===== config.mk =====
export PLATFORM = sky130hd
export DESIGN_NAME = scr1_tcm_sp_arb
export DESIGN_NICKNAME = d
export VERILOG_FILES = /design/src/rtl/scr1_tcm_sp_arb.sv
export SDC_FILE = /design/constraint.sdc
export NUM_CORES = 1
export LEC_CHECK = 0
export CORE_AREA = 2 2 98 100
export CTS_BUF_LIST = sky130_fd_sc_hd__clkbuf_8
export DETAILED_ROUTE_END_ITERATION = 16
export DIE_AREA = 0 0 100 102
export HOLD_SLACK_MARGIN = 0.08
export PLACE_DENSITY = 0.73
export REMOVE_ABC_BUFFERS = 1
export SETUP_SLACK_MARGIN = 0.5
export SYNTH_ARGS = -nofsm -noshare
export SYNTH_HDL_FRONTEND = slang
export SYNTH_SLANG_ARGS = --single-unit
export TNS_END_PERCENT = 5

===== constraint.sdc =====
create_clock -name clk -period 7.5 [get_ports clk]
set_clock_uncertainty 0.1 [all_clocks]
set_input_delay 2.25 -clock clk [delete_from_list [all_inputs] [get_ports clk]]
set_output_delay 2.25 -clock clk [all_outputs]
set_load 0.05 [all_outputs]

===== src/rtl/scr1_tcm_sp_arb.sv =====
// Arbiter sharing one single-port TCM SRAM between the instruction and data ports.
// dmem has priority, but imem is let through after DMEM_STREAK_MAX data grants in a row.
module scr1_tcm_sp_arb #(
    parameter int unsigned SCR1_TCM_SIZE   = 32'h00010000,
    parameter int unsigned DMEM_STREAK_MAX = 4,
    parameter int unsigned AW              = $clog2(SCR1_TCM_SIZE) - 2
) (
    input  logic          clk,
    input  logic          rst,
    input  logic          imem_req,
    output logic          imem_req_ack,
    input  logic [31:0]   imem_addr,
    output logic [31:0]   imem_rdata,
    output logic [1:0]    imem_resp,
    input  logic          dmem_req,
    output logic          dmem_req_ack,
    input  logic          dmem_cmd,
    input  logic [1:0]    dmem_width,
    input  logic [31:0]   dmem_addr,
    input  logic [31:0]   dmem_wdata,
    output logic [31:0]   dmem_rdata,
    output logic [1:0]    dmem_resp,
    output logic          ram_en,
    output logic          ram_we,
    output logic [3:0]    ram_be,
    output logic [AW-1:0] ram_addr,
    output logic [31:0]   ram_wdata,
    input  logic [31:0]   ram_rdata
);

    localparam int unsigned SW         = $clog2(DMEM_STREAK_MAX + 1);
    localparam logic [SW-1:0] STRK_MAX = SW'(DMEM_STREAK_MAX);
    localparam logic [31:0] TCM_SIZE   = 32'(SCR1_TCM_SIZE);

    localparam logic [1:0] RESP_NOTRDY = 2'b00;
    localparam logic [1:0] RESP_RDY_OK = 2'b01;
    localparam logic [1:0] RESP_RDY_ER = 2'b10;

    localparam logic [1:0] W_BYTE = 2'b00;
    localparam logic [1:0] W_HALF = 2'b01;
    localparam logic [1:0] W_WORD = 2'b10;

    logic [SW-1:0] streak_q, streak_d;

    logic          rsp_vld_q, rsp_dmem_q, rsp_err_q, rsp_rd_q;
    logic [1:0]    rsp_off_q;

    logic          dmem_gnt, imem_gnt, any_gnt;
    logic          dmem_err, imem_err, sel_err;
    logic [31:0]   sel_addr;
    logic [31:0]   rd_shifted;
    logic [1:0]    resp_val;

    assign dmem_gnt = !rst && dmem_req && !(imem_req && (streak_q == STRK_MAX));
    assign imem_gnt = !rst && imem_req && !dmem_gnt;
    assign any_gnt  = dmem_gnt || imem_gnt;

    assign dmem_req_ack = dmem_gnt;
    assign imem_req_ack = imem_gnt;

    always_comb begin
        dmem_err = (dmem_addr >= TCM_SIZE);
        unique case (dmem_width)
            W_BYTE:  ;
            W_HALF:  if (dmem_addr[0]) dmem_err = 1'b1;
            W_WORD:  if (dmem_addr[1:0] != 2'b00) dmem_err = 1'b1;
            default: dmem_err = 1'b1;
        endcase
    end

    assign imem_err = (imem_addr >= TCM_SIZE) || (imem_addr[1:0] != 2'b00);
    assign sel_addr = dmem_gnt ? dmem_addr : imem_addr;
    assign sel_err  = dmem_gnt ? dmem_err : imem_err;

    always_comb begin
        ram_en    = any_gnt && !sel_err;
        ram_we    = ram_en && dmem_gnt && dmem_cmd;
        ram_addr  = sel_addr[AW+1:2];
        ram_be    = 4'b0000;
        ram_wdata = dmem_wdata;
        if (ram_en) begin
            if (imem_gnt) begin
                ram_be = 4'b1111;
            end else begin
                unique case (dmem_width)
                    W_WORD: ram_be = 4'b1111;
                    W_HALF: begin
                        ram_be    = dmem_addr[1] ? 4'b1100 : 4'b0011;
                        ram_wdata = {2{dmem_wdata[15:0]}};
                    end
                    W_BYTE: begin
                        ram_be    = 4'b0001 << dmem_addr[1:0];
                        ram_wdata = {4{dmem_wdata[7:0]}};
                    end
                    default: ram_be = 4'b0000;
                endcase
            end
        end
    end

    // Streak only builds while imem is actually waiting for the array.
    always_comb begin
        streak_d = streak_q;
        if (!imem_req || imem_gnt) begin
            streak_d = '0;
        end else if (dmem_gnt && (streak_q != STRK_MAX)) begin
            streak_d = streak_q + 1'b1;
        end
    end

    always_ff @(posedge clk) begin
        if (rst) begin
            streak_q   <= '0;
            rsp_vld_q  <= 1'b0;
            rsp_dmem_q <= 1'b0;
            rsp_err_q  <= 1'b0;
            rsp_rd_q   <= 1'b0;
            rsp_off_q  <= 2'b00;
        end else begin
            streak_q   <= streak_d;
            rsp_vld_q  <= any_gnt;
            rsp_dmem_q <= dmem_gnt;
            rsp_err_q  <= sel_err;
            rsp_rd_q   <= imem_gnt || !dmem_cmd;
            rsp_off_q  <= sel_addr[1:0];
        end
    end

    // Reset also masks a response already in flight from the last pre-reset grant.
    always_comb begin
        imem_resp  = RESP_NOTRDY;
        dmem_resp  = RESP_NOTRDY;
        imem_rdata = '0;
        dmem_rdata = '0;
        rd_shifted = ram_rdata >> {rsp_off_q, 3'b000};
        resp_val   = rsp_err_q ? RESP_RDY_ER : RESP_RDY_OK;
        if (!rst && rsp_vld_q) begin
            if (rsp_dmem_q) begin
                dmem_resp = resp_val;
                if (!rsp_err_q && rsp_rd_q) dmem_rdata = rd_shifted;
            end else begin
                imem_resp = resp_val;
                if (!rsp_err_q && rsp_rd_q) imem_rdata = rd_shifted;
            end
        end
    end

endmodule


Yosys cells after proc, flatten, opt, wreduce, memory -nomap -nowiden. Index checks and enable logic that the tools add are counted.

ROM bits: 0. Memories kept: 0. Output and inout bits: 122. Word-level logic and storage cells: 63. RAM bits: 0. Bits in latches: 0. Input bits: 135. Bits in registers: 9.

Bitwise operators: 0. Multiply operators: 0. Reduce and logical (&&, ||, !) cells: 26. Div/mod/pow operators: 0. Muxes and demuxes: 22. $lt $le $gt $ge: 2. Equality and inequality tests: 4. Shift-type cells: 2. $add $sub $neg: 1.

Operator list (number): $mux 32 (7); $ge 32x17->1 const B (2); $pmux 32 s2 (1); $shr 32x5->32 (1); $mux 16 (1); $mux 4 (3); $pmux 4 s3 (1); $logic_and 1x1->1 (11); $mux 2 (5); $logic_not 1->1 (7); $logic_or 1x1->1 (4); $reduce_bool 2->1 (2); $shl 1x2->4 const A (1); $add 3x1->3 const B (1); $eq 3x3->1 const B (1); $mux 1 (3); $ne 3x3->1 const B (1); $pmux 1 s3 (1); $eq 2x1->1 const B (1); $eq 2x2->1 const B (1); $logic_not 2->1 (1); $reduce_or 2->1 (1).

Depth between registers and ports, before layout.
Depth in word-level cells: 10. Depth in mapped cells: 10. Mapped depth without buffers: 7.

Worst setup path after synthesis. Ideal clock, no wire load.

Path kind: input -> output. From: input port dmem_width[0]. To: output port ram_en. Cell stages on the path: 6. Path slack: 0.737 ns. Required time: 5.150 ns. Arrival: 4.413 ns. Path buffers: 0. Cell sequence: inv_1 -> ha_1 -> a21o_1 -> a2111oi_4 -> a32oi_1 -> nor3_1.

Word-level cells in the longest chain between the ends: 5. Elaborated cells between the ends (all ways): 7. Classes of those cells: eq/ne: 2; mux: 2; reduce/logical: 3.

Ends and longest elaborated chain: start: declaration (RTL line 18) `input logic [1:0] dmem_width,`; $eq 2x2->1, or another cell as far along (RTL line 63) `unique case (dmem_width)`; $pmux 1 s3 * (RTL line 63); $mux 1 * (RTL line 73) `assign sel_err = dmem_gnt ? dmem_err : imem_err;`; $logic_not 1->1 * (RTL line 76) `ram_en = any_gnt && !sel_err;`; $logic_and 1x1->1 * (RTL line 76); end: declaration (RTL line 23) `output logic ram_en,`.

Every way passes the cells marked *; elsewhere a longest branch is shown, timed or not.

Worst setup path after layout.
From: input port dmem_width[0]. To: output port ram_wdata[22].

Word-level cells in the longest chain between the ends: 6. Elaborated cells between the ends (all ways): 10. Classes of those cells: eq/ne: 2; mux: 5; reduce/logical: 3.

Ends and longest elaborated chain: $eq 2x2->1, or another cell as far along (RTL line 63); $pmux 1 s3 (RTL line 63); $mux 1 (RTL line 73); $logic_not 1->1 (RTL line 76); $logic_and 1x1->1 (RTL line 76); $mux 32 * (RTL line 81) `if (ram_en) begin`; end: declaration (RTL line 27) `output logic [31:0] ram_wdata,`.

Marks and branches as above.

==> summary.txt <==
Status
  • Status: complete, no violations

Clocking
  • Reg clk slew, reported paths: approximately 0.040 ns
  • CTS tree: done
  • Cts hold-fix bufs: 0
  • CTS Sinks: 9
  • Clk_lat worst skew: 0.23 ns
  • Num CTS Buffers: 3
  • Clock buffer depth: 2
  • H-Tree Depth: 1
  • Root buffer cell: clkbuf_8

Timing
  • Fmax: 144 MHz
  • Final Setup Violations: 0
  • Worst slew pin tran: 0.966 ns
  • Slew Limit Fails: 0
  • Max-slew headroom: 35.3%
  • Post-layout min period: 6.95 ns
  • Setup TNS: 0 ns
  • RSZ-0062 raised after global routing: true
  • Final hold violations: 0
  • Tcrit/Tclk final: 92.6%

Detailed routing
  • Post-route ant nets: 0
  • Drt pass-1 iters: 4
  • Final wirelength: 11600 um
  • DRC Markers: 0
  • Routed vias/inst: approximately 5.0
  • Vias: 3321
  • WL/cell: 17.4 um
  • DRT iter0 DRCs: 72

Cells and area
  • Share of cells above drive strength 1: 19.7%
  • Register area: between 150 and 200 sq um
  • Core Util, Final: 55.9%
  • Nets: 696
  • Design area: 5090 sq um
  • Fillcell total: 838
  • Antenna Cells: 0
  • Area occupied by multi-input gates: 1700 sq um
  • Area Overhead vs Synth: 139%
  • Final std cells w/o fill: 665

Yosys
  • Synth Warn #: 0
  • Cell area after synthesis: 2130 sq um
  • Synth async-reset ratio: 0%
  • Yosys reg bits: 9
  • Average size of a mapped cell: 6.53 sq um
  • Main synth FF type: dfxtp_1
  • EDFF count, synth: 0
  • Mapped Cells: 326
  • Sequential element share of the synthesized area: 8.46%
  • Synth cell types: 44

Die
  • Initial Utilization: a little under a quarter
  • Die width: 100 um
  • Rows: 35
  • DIE AREA: 10200 sq um
  • Core area: approximately 9000 sq um
  • Overall die height: 102 um
  • I/O pins: 257

Worst setup path
  • Critical path class: in -> out
  • Worst Path Arrival: 4.60 ns
  • CP Max Fanout: 8
  • CP Data Required Time: 5.15 ns
  • Crit path capture type: primary output
  • Critical Path Source Type: input pin

Global route
  • Total gr overflow: 0
  • Number of global-route vias before repair: 3318
  • First-pass GRT wire length: 17300 um
  • Antenna violations before repair: 0
  • Gr usage total: 21.3%
  • Largest net degree at the start of global routing: 35

Placement
  • DP HPWL: 10000 um
  • Post-DP Area: 5000 sq um
  • GP Congestion: 0.853
  • Port Buffer Count: 256
  • Placed cells: roughly 660

Job
  • Max-cap viol count: 0

Power
  • Leakage: 0.00208 uW
  • Pwr/cell area: ~79 nW/um^2
  • Total power: 404 uW
  • Peak VDD IR: between 50 and 60 uV

Hold path
  • Hold WC Path Type: reg -> reg
metal layers:
layer	global-route usage (%)	vias up	routed length [um]
met2	44.5	214	6550
met5	0	-	0
met3	3.90	18	933
li1	-	1578	-
met1	21.6	1511	3900
met4	5.27	0	210
through the flow:
stage | setup slack (ns) | hold slack [ns]
6_report | 0.555 | 0.355
5_1_grt | 0.467 | 0.404
4_1_cts | 0.420 | 0.358
3_5_place_dp | 0.429 | 0.352
3_3_place_gp | 0.514 | 0.339
2_1_floorplan | 0.717 | 0.326
path summary, 6_finish.rpt:
path | from | end | slack (ns) | cells after the start
max | dmem_width[0] | ram_wdata[22] | 0.55 | 9
min | streak_q[0] | streak_q[0] | 0.35 | 1
max reg2reg | streak_q[0] | rsp_off_q[0] | 5.38 | 7
min reg2reg | streak_q[0] | streak_q[0] | 0.35 | 1
where the power goes:
part	internal, uW	total [uW]	switching (uW)
logic	142	298	156
registers	50.6	52.4	1.83
clock network	35.6	54.4	18.8
critical path: stages:
cell,delay [ns]
clkdlybuf4s50_1,0.58
inv_1,0.10
ha_1,0.35
a2111oi_4,0.39
buf_4,0.18
o211ai_4,0.07
buf_4,0.19
mux2_4,0.30
buf_4,0.19
cells in the final DEF (no fill, tap or decap), types with 3 or more instances in the layout:
| cell | count |
|---|---|
| o2bb2ai_1 | 16 |
| nor4_1 | 7 |
| o22a_1 | 8 |
| clkbuf_8 | 3 |
| a22oi_1 | 8 |
| clkdlybuf4s50_1 | 178 |
| a21o_1 | 9 |
| a221oi_1 | 8 |
| nand2b_1 | 6 |
| mux2i_1 | 17 |
| o21ai_0 | 5 |
| buf_12 | 45 |
| a21oi_1 | 3 |
| nand2_1 | 54 |
| inv_1 | 8 |
| buf_4 | 41 |
| ha_1 | 6 |
| nor2_1 | 64 |
| mux2_2 | 6 |
| and2_1 | 16 |
| dfxtp_1 | 9 |
registers in the layout (all words and copies together), names as in the netlist:
| register | cells |
|---|---|
| streak_q | 3 |
| rsp_err_q | 1 |
| rsp_vld_q | 1 |
| rsp_dmem_q | 1 |
| rsp_off_q | 2 |
| rsp_rd_q | 1 |
synth_stat cells, types with 7 or more instances:
cell type / instances / area share, %
and2_1: 16 / 4.7
mux2i_1: 17 / 8.0
o22a_1: 8 / 3.3
nand2_1: 56 / 9.9
inv_1: 7 / 1.2
buf_4: 23 / 8.1
nor4_1: 7 / 2.1
nor2_1: 64 / 11
a21o_1: 9 / 3.2
a221oi_1: 8 / 3.3
a22oi_1: 8 / 2.8
clkbuf_1: 10 / 1.8
o2bb2ai_1: 16 / 6.6
dfxtp_1: 9 / 8.5
logic make-up (layout without fill, tap and decap cells):
logic type / Yosys count / after routing / synth area share (%)
adders and majority gates: 6 / 6 / 3.53
AOI/OAI and AO/OA: 65 / 65 / 25.5
buffers and inverters: 49 / 277 / 13.0
DFF: 9 / 9 / 8.46
muxes: 25 / 25 / 12.6
and+or+nand+nor: 172 / 172 / 37.0
final cells by class:
cell class	instances	area share, %
clock buffer	3	0.811
timing repair buffer	265	59.0
multi-input combinational	268	33.3
clock inverter	1	0.0737
inverter	8	0.590
tap	111	2.73
sequential	9	3.54
timing repair:
action,CTS,global route
setup buffers,0,4
setup endpoints to repair,20,36
resized for setup,0,6
pin swaps,0,2
Power figures use the tool's default switching activity.
